`config.mk`:
```
export PLATFORM = sky130hd
export DESIGN_NAME = alu_input_sequencer
export DESIGN_NICKNAME = d
export VERILOG_FILES = /design/src/rtl/alu_input_sequencer_pkg.sv /design/src/rtl/debouncer.sv /design/src/rtl/alu_input_sequencer.sv
export SDC_FILE = /design/constraint.sdc
export NUM_CORES = 1
export LEC_CHECK = 0
export CORE_ASPECT_RATIO = 0.7
export CORE_UTILIZATION = 38
export CTS_BUF_LIST = sky130_fd_sc_hd__clkbuf_4
export CTS_CLUSTER_SIZE = 8
export DETAILED_ROUTE_END_ITERATION = 16
export GPL_ROUTABILITY_DRIVEN = 0
export GPL_TIMING_DRIVEN = 0
export PLACE_DENSITY = 0.61
export SLEW_MARGIN = 20
export SYNTH_ARGS = -nofsm -noshare
export SYNTH_HDL_FRONTEND = slang
export SYNTH_SLANG_ARGS = --single-unit
```
`constraint.sdc`:
```
create_clock -name clk -period 2.1 [get_ports clk]
set_input_delay 0.21 -clock clk [delete_from_list [all_inputs] [get_ports clk]]
set_output_delay 0.21 -clock clk [all_outputs]
set_load 0.02 [all_outputs]
```
`src/rtl/alu_input_sequencer_pkg.sv`:
```
// Shared definitions for the ALU input sequencer: FSM state encoding,
// the default debounce length and the opcode width.
package alu_input_sequencer_pkg;

    typedef enum logic [1:0] {
        S_A     = 2'd0,
        S_B     = 2'd1,
        S_OP    = 2'd2,
        S_ISSUE = 2'd3
    } state_e;

    localparam int unsigned DEBOUNCE_CYCLES_DEFAULT = 20000;
    localparam int unsigned OP_W                    = 4;

endpackage

```
`src/rtl/debouncer.sv`:
```
// Button conditioning: 2-flop synchronizer, stable-level debouncer and a
// one-cycle press pulse on each debounced 0->1 transition.
module debouncer
    import alu_input_sequencer_pkg::*;
#(
    parameter int unsigned DEBOUNCE_CYCLES = DEBOUNCE_CYCLES_DEFAULT
) (
    input  logic clk,
    input  logic rst_n,
    input  logic btn_i,
    output logic press_o
);

    localparam int unsigned CNT_W = $clog2(DEBOUNCE_CYCLES + 1);
    localparam logic [CNT_W-1:0] CNT_LAST = CNT_W'(DEBOUNCE_CYCLES - 1);

    logic             sync1_q, sync2_q;
    logic             level_q, level_d;
    logic             press_q, press_d;
    logic [CNT_W-1:0] cnt_q, cnt_d;

    // The counter only advances while the synchronized input disagrees with
    // the accepted level; any agreement drops it back to zero.
    always_comb begin
        level_d = level_q;
        press_d = 1'b0;
        cnt_d   = '0;
        if (sync2_q != level_q) begin
            if (cnt_q >= CNT_LAST) begin
                level_d = sync2_q;
                press_d = sync2_q;
            end else begin
                cnt_d = cnt_q + CNT_W'(1);
            end
        end
    end

    always_ff @(posedge clk or negedge rst_n) begin
        if (!rst_n) begin
            sync1_q <= 1'b0;
            sync2_q <= 1'b0;
            level_q <= 1'b0;
            press_q <= 1'b0;
            cnt_q   <= '0;
        end else begin
            sync1_q <= btn_i;
            sync2_q <= sync1_q;
            level_q <= level_d;
            press_q <= press_d;
            cnt_q   <= cnt_d;
        end
    end

    assign press_o = press_q;

endmodule

```
`src/rtl/alu_input_sequencer.sv`:
```
// Collects operand A, operand B and an opcode from a switch bus on debounced
// enter presses, then offers the operation to the ALU until it is accepted.
module alu_input_sequencer
    import alu_input_sequencer_pkg::*;
#(
    parameter int unsigned DEBOUNCE_CYCLES = DEBOUNCE_CYCLES_DEFAULT,
    parameter int unsigned DATA_W          = 32
) (
    input  logic              clk,
    input  logic              rst_n,
    input  logic [DATA_W-1:0] data,
    input  logic              btn_enter,
    input  logic              btn_clear,
    input  logic              alu_ready,
    output logic [DATA_W-1:0] operand_a,
    output logic [DATA_W-1:0] operand_b,
    output logic [OP_W-1:0]   op,
    output logic              start,
    output logic [1:0]        stage
);

    logic enter_pulse, clear_pulse;

    debouncer #(.DEBOUNCE_CYCLES(DEBOUNCE_CYCLES)) u_enter_db (
        .clk     (clk),
        .rst_n   (rst_n),
        .btn_i   (btn_enter),
        .press_o (enter_pulse)
    );

    debouncer #(.DEBOUNCE_CYCLES(DEBOUNCE_CYCLES)) u_clear_db (
        .clk     (clk),
        .rst_n   (rst_n),
        .btn_i   (btn_clear),
        .press_o (clear_pulse)
    );

    state_e            state_q, state_d;
    logic [DATA_W-1:0] a_q, a_d, b_q, b_d;
    logic [OP_W-1:0]   op_q, op_d;
    logic              start_q, start_d;

    // Handshake: start is valid, alu_ready is ready; the operation transfers
    // on any cycle where both are high, and start never drops before that.
    // Clear takes priority over enter and also ends a pending issue.
    always_comb begin
        state_d = state_q;
        a_d     = a_q;
        b_d     = b_q;
        op_d    = op_q;
        if (clear_pulse) begin
            state_d = S_A;
            a_d     = '0;
            b_d     = '0;
            op_d    = '0;
        end else begin
            case (state_q)
                S_A: if (enter_pulse) begin
                    a_d     = data;
                    state_d = S_B;
                end
                S_B: if (enter_pulse) begin
                    b_d     = data;
                    state_d = S_OP;
                end
                S_OP: if (enter_pulse) begin
                    op_d    = data[DATA_W-1 -: OP_W];
                    state_d = S_ISSUE;
                end
                S_ISSUE: if (start_q && alu_ready) begin
                    state_d = S_A;
                end
                default: state_d = S_A;
            endcase
        end
        start_d = (state_d == S_ISSUE);
    end

    always_ff @(posedge clk or negedge rst_n) begin
        if (!rst_n) begin
            state_q <= S_A;
            a_q     <= '0;
            b_q     <= '0;
            op_q    <= '0;
            start_q <= 1'b0;
        end else begin
            state_q <= state_d;
            a_q     <= a_d;
            b_q     <= b_d;
            op_q    <= op_d;
            start_q <= start_d;
        end
    end

    assign operand_a = a_q;
    assign operand_b = b_q;
    assign op        = op_q;
    assign start     = start_q;
    assign stage     = state_q;

endmodule

```
==> results of run 1 <==
[state kept, by name (all words and copies together), names as in the netlist, 2 cells and up]
name,cells
op,4
operand_a,32
operand_b,32
stage,2
u_clear_db.cnt_q,15
u_enter_db.cnt_q,15
[power groups by stage]
stage / clock network (mW) / registers [mW] / logic, mW
global route: 1.16 / 2.16 / 0.335
detailed placement: 0 / 2.20 / 0.305
CTS: 1.07 / 2.16 / 0.308
finish: 1.02 / 2.16 / 0.303
floorplan: 0 / 2.22 / 0.0914
global placement: 0 / 2.20 / 0.296
[per-layer routing]
layer,track usage,vias up,routed length (microns)
li1,-,1798,-
met1,0.289,1791,5980
met2,0.281,94,4840
met3,0.0507,2,590
met4,0.0460,0,34
met5,0,-,0
[layout make-up]
| type | count | area (sq um) | share of cell area |
|---|---|---|---|
| clock inverters | 6 | 53.8 | 0.00897 |
| multi-input cells | 334 | 1700 | 0.283 |
| plain buffers | 29 | 135 | 0.0225 |
| clock buffers | 10 | 75.1 | 0.0125 |
| inverters | 2 | 7.51 | 0.00125 |
| flip-flops and latches | 109 | 2730 | 0.455 |
| well taps | 157 | 196 | 0.0327 |
| repair buffers | 109 | 1110 | 0.185 |
[worst register-to-register path: stages (launching register included)]
cell and delay (ns):
dfrtp_1 0.44, ha_1 0.20, clkbuf_1 0.20, a21oi_1 0.17, o211ai_1 0.12, a31o_2 0.33
buf_6 0.16, nor2_1 0.12
[synthesized netlist by cell type (2+ instances only)]
library cell  number  area (sq um)
nand2_1          135           507
and3_1             5          31.3
and4_1             2          17.5
nor2_1            39           146
nand3_1           12          60.1
mux2i_1            4          40.0
inv_1              2          7.51
dfrtp_1          109          2730
xor2_1            17           149
nand3b_1           2          15.0
buf_2             14          70.1
a21oi_1           69           345
clkbuf_1          13          48.8
nor3_1             2          10.0
nor4_1             4          25.0
ha_1               2          25.0
a31oi_1            2          12.5
nand4_1           10          62.6
xnor2_1            9          78.8
nor3b_1            3          22.5
[layout by cell type (no fill, tap or decap), types with 2 or more instances in the layout]
| master | count |
|---|---|
| nor3_1 | 2 |
| inv_1 | 2 |
| dfrtp_1 | 109 |
| clkinv_2 | 4 |
| a31oi_1 | 2 |
| buf_6 | 2 |
| xnor2_1 | 9 |
| a21oi_1 | 69 |
| nand3_1 | 12 |
| and4_1 | 2 |
| xor2_1 | 17 |
| nor2_1 | 39 |
| clkdlybuf4s50_1 | 106 |
| nor4_1 | 4 |
| nor3b_1 | 3 |
| nand2_1 | 135 |
| nand4_1 | 10 |
| ha_1 | 2 |
| clkbuf_1 | 13 |
| clkbuf_4 | 10 |
| and3_1 | 5 |
| buf_2 | 14 |
| mux2i_1 | 4 |
| nand3b_1 | 2 |
[worst max path at each step]
stage	startpoint	to	slack, ns	cells after the start
floorplan	u_enter_db.cnt_q[0]	u_enter_db.level_q	0.50	6
finish	u_clear_db.cnt_q[0]	u_clear_db.cnt_q[8]	0.29	7
detailed placement	u_clear_db.cnt_q[0]	u_clear_db.cnt_q[8]	0.30	7
global route	u_clear_db.cnt_q[0]	u_clear_db.cnt_q[8]	0.15	7
global placement	rst_n	u_enter_db.level_q	-3.38	1
CTS	u_clear_db.cnt_q[0]	u_clear_db.cnt_q[8]	0.28	7
[cell families (layout without fill, tap and decap cells)]
kind of cell | Yosys count | count (layout) | share of synthesized area
DFF | 109 | 109 | 0.597
xor gates and xnor gates | 26 | 26 | 0.0499
muxes | 6 | 6 | 0.0145
AOI/OAI and AO/OA | 76 | 76 | 0.0877
buffers and inverters | 31 | 156 | 0.0312
and+or+nand+nor | 224 | 224 | 0.214
adders and majority gates | 2 | 2 | 0.00548
[metrics by stage]
| stage | power (mW) | setup WS (ns) |
|---|---|---|
| final | 3.48 | 0.294 |
| after global routing | 3.66 | 0.153 |
| after CTS | 3.54 | 0.284 |
| after detailed placement | 2.50 | 0.301 |
| after global placement | 2.49 | -3.38 |
| after floorplan | 2.31 | 0.504 |
[repair_timing]
item | 4_1_cts | 5_1_grt
hold endpoints to repair | 37 | 0
gates resized for setup | 0 | 0
hold buffers | 1 | 0
==> results.toml, run 1 <==
[route]
route.detailed.drc = 0
num_vias = 3685
vias_per_cell = 4.87
detail-route-antenna-nets = 0
drt_wl_total_mm = 11.4
firstDrtPassIters = 4
drt-initial-drc-count = 234
wl_per_cell_microns = 15.1

[logic_synthesis]
ys_warn_count = 0
synth_cell_type_count = 39
synthArstFlopShare = 1.00
synth_cells = 474
synth_sequential_area_ratio = 0.597
netlist_area_sq_mm = 0.00457
synth_edf_count = 0
ys_ff_latch = 109
ys.flop_type = "dfrtp_1"
synthesis.nets = 513
syn_avg_cell_area_sq_um = 9.63

[power]
p_switching_uw = 839
swShare = 0.241
p_per_area_mw_per_mm2 = 581
combPwrFrac = 0.087
internal_power_mw = 2.65
peakVddDrop_mv = 0.341
power_frac_clock = 0.294
seqPwrFrac = 0.619
p_leak_nw = 2.69

[floorplanning]
die-area_sq_mm = 0.0125
die_h_microns = 93.7
core_area_sq_mm = 0.0117
fp-row-count = 33
die_x_microns = 133
boundaryPins = 108
initial_core_util = 0.391

[hold_path]
hold_depth = 1
hold_end = "u_enter_db.sync1_q"
hp-class = "in -> reg"
min_from = "btn_enter"

[run_status]
status = "completed"

[final_layout]
final_cells = 756
area_growth_pct = 31.4
final_area_sq_mm = 0.00600
nNetsFinal = 633
drive_gt1_frac = 0.0701
final_util = 0.514
nFillCells = 1078
diodes = 0

[sta]
post-route-min-period_ns = 1.81
finalCritPeriodShare = 0.860
maxSlewViolCount = 0
hold_violations = 0
finalSetupViolations = 0
max_slew_margin = 0.595
worst_pin_slew_ns = 0.608
fmax_ghz = 0.554
rsz0062_at_grt = "false"
setup_tns_ns = 0
finClkSkew_ns = 0.0135
whs_ns = 0.183

[critical_path]
path_max_fanout = 10
cp_slowest_cell = "dfrtp_1"
path_class = "reg -> reg"
critPathLaunchType = "flop"
worstSetupEndpointType = "flop"
regToRegSetupSlack_ns = 0.29
crit_family = "compound AO/OA/AOI/OAI gates"
crit_buf_inv = 2
reg2reg_from = "u_clear_db.cnt_q[0]"
required_ns = 2.49
r2r_end = "u_clear_db.cnt_q[8]"
critPathArrivalTime_ns = 2.20
slowest_delay_ns = 0.44
reg2reg_depth = 7
path_cells = "ha_1 > clkbuf_1 > a21oi_1 > o211ai_1 > a31o_2 > buf_6 > nor2_1"

[global_routing]
grt_first_pass_wirelength_mm = 18.6
grt_pass1_vias = 3579
grt_max_degree = 73
antenna_found_initial = 0
grt-ovfl-total = 0
grt_usage = 0.194

[clock_network]
clock_insertion_delay_worst_skew_ns = 0.46
cts_root_buf = "clkbuf_4"
cts_setup_buffers = 0
cts_buffers = 9
cts_buffer_depth = 2
cts_tree = "done"
htreeDepth = 3
cts.clk_slew.worst_paths_ns = 0.16
clock_sinks = 109

[job]
cap_viol_max_count = 0

[placed_design]
place_area_sq_mm = 0.00586
numPortBuffers = 107
dp.cells = 739
dpl.hpwl_mm = 8.20
(Power assumes the default switching activity.)
==> run 2: changes to the inputs <==
- GPL_TIMING_DRIVEN: 0 -> default
==> run 2 against run 1 <==
  * Global-route usage down 1.1 points
  * Final area fell by 0.77%
  * Non-clock buffer count down 20
  * Fmax shrank 2.6%
  * Clock skew fell by 0.0017 ns
  * Via count decreased by 0.71%
  * Sequential share of layout area rose by 0.37 points
  * Largest power group unchanged
  * Highest routed layer unchanged
==> results.toml, run 2 (synthesized netlist as in run 1, its figures left out) <==
[run_status]
status = "completed"

[sta]
setup_ws_ns = 0.247
hold_violations = 0
finalSetupViolations = 0
worst_pin_slew_ns = 0.729
finClkSkew_ns = 0.0118
finalCritPeriodShare = 0.882
fmax_ghz = 0.540
whs_ns = 0.177
rsz0062_at_grt = "false"
post-route-min-period_ns = 1.85
max_slew_margin = 0.514
maxSlewViolCount = 0
setup_tns_ns = 0

[final_layout]
final_area_sq_mm = 0.00595
layout_commonest_cell = "nand2_1"
final_util = 0.510
nNetsFinal = 613
multi_input_area_sq_mm = 0.00170
ff_latch_area_sq_mm = 0.00273
drive_gt1_frac = 0.0639
nFillCells = 1041
area_growth_pct = 30.4
diodes = 0
final_cell_mix = "nand2_1 (135), dfrtp_1 (108), clkdlybuf4s50_1 (106)"

[placed_design]
place_area_sq_mm = 0.00582
dpl.hpwl_mm = 7.54
place_ws_ns = 0.408
numPortBuffers = 107

[global_routing]
grt_pass1_vias = 3356
grt_max_degree = 46
grt_usage = 0.184
antenna_found_initial = 0
grt_first_pass_wirelength_mm = 17.7
grt-ovfl-total = 0

[route]
route.detailed.drc = 0
highest_layer = "met4"
drt-initial-drc-count = 235
detail-route-antenna-nets = 0
drt_wl_total_mm = 11.1
vias_per_cell = 4.97
num_vias = 3659
dr_wl_met2_mm = 4.65
dr_wl_met3_microns = 716
wl_met1_mm = 5.61
wl_per_cell_microns = 15.0
firstDrtPassIters = 4

[power]
p_leak_nw = 2.62
peakVddDrop_mv = 0.257
p_per_area_mw_per_mm2 = 570

[critical_path]
crit_buf_inv = 1
crit_family = "buffers and inverters"
cp_slowest_cell = "clkdlybuf4s50_1"
path_max_fanout = 9
regToRegSetupSlack_ns = 0.36
critPathArrivalTime_ns = 1.64
r2r_end = "operand_a[28]"
required_ns = 1.89
crit_cells = 1
path_class = "reg -> out"
critPathLaunchType = "flop"
path_cells = "clkdlybuf4s50_1"
reg2reg_depth = 4
reg2reg_from = "stage[0]"
worstSetupEndpointType = "output port"
slowest_delay_ns = 0.68

[clock_network]
cts_setup_buffers = 0
post_cts_resized = 0
clock_insertion_delay_worst_skew_ns = 0.46
cts_buffer_depth = 2
cts.hold.buffers_added = 1
htreeDepth = 3
cts_buffers = 9
cts.clk_slew.worst_paths_ns = 0.15
clock_sinks = 109
cts_root_buf = "clkbuf_4"
cts_tree = "done"

[floorplanning]
initial_core_util = 0.391
die_x_microns = 133
core_area_sq_mm = 0.0117
die_h_microns = 93.7
boundaryPins = 108
fp-row-count = 33
die-area_sq_mm = 0.0125

[hold_path]
hold_depth = 1
hp-class = "in -> reg"
min_from = "btn_clear"
hold_end = "u_clear_db.sync1_q"

[job]
cap_viol_max_count = 0
run 2: changes by cell type in the layout (fill, tap and decap cells not counted), sizes merged:
| cell | before | now |
|---|---|---|
| clkbuf | 24 | 9 |
| buf | 17 | 11 |
| clkinvlp | 0 | 3 |
| bufinv | 1 | 0 |
| clkinv | 5 | 4 |
run 2: how the worst max path moves through the flow:
stage,startpoint,to,slack [ns]
finish,stage[0],stage[0],0.25
global route,stage[1],stage[1],0.15
CTS,stage[1],stage[1],0.21
detailed placement,stage[0],operand_a[28],0.41
global placement,u_enter_db.cnt_q[0],u_enter_db.level_q,0.44
floorplan,u_enter_db.cnt_q[0],u_enter_db.level_q,0.50
run 2: final cells by class:
| type | count | area share |
|---|---|---|
| Tap cell | 157 | 0.0330 |
| Timing Repair Buffer | 118 | 0.202 |
| Multi-Input combinational cell | 334 | 0.285 |
| Inverter | 2 | 0.00126 |
| Clock inverter | 7 | 0.00883 |
| Clock buffer | 9 | 0.0113 |
| Sequential cell | 109 | 0.458 |
run 2: stage by stage:
step | total power [mW] | std cells
2_1_floorplan | 2.31 | 474
5_1_grt | 3.56 | 736
3_3_place_gp | 2.49 | 719
4_1_cts | 3.44 | 736
3_5_place_dp | 2.49 | 719
6_report | 3.40 | 736
run 2: metal layers:
metal | vias to the layer above | global-route usage
met2 | 123 | 0.267
li1 | 1764 | -
met4 | 0 | 0.0431
met5 | - | 0
met3 | 10 | 0.0448
met1 | 1762 | 0.274
run 2: where the power goes:
part           total (mW)  switching (mW)  internal [mW]
sequential           2.18          0.0476           2.13
clock               0.942           0.696          0.245
combinational       0.275           0.137          0.137
total                3.40           0.881           2.51
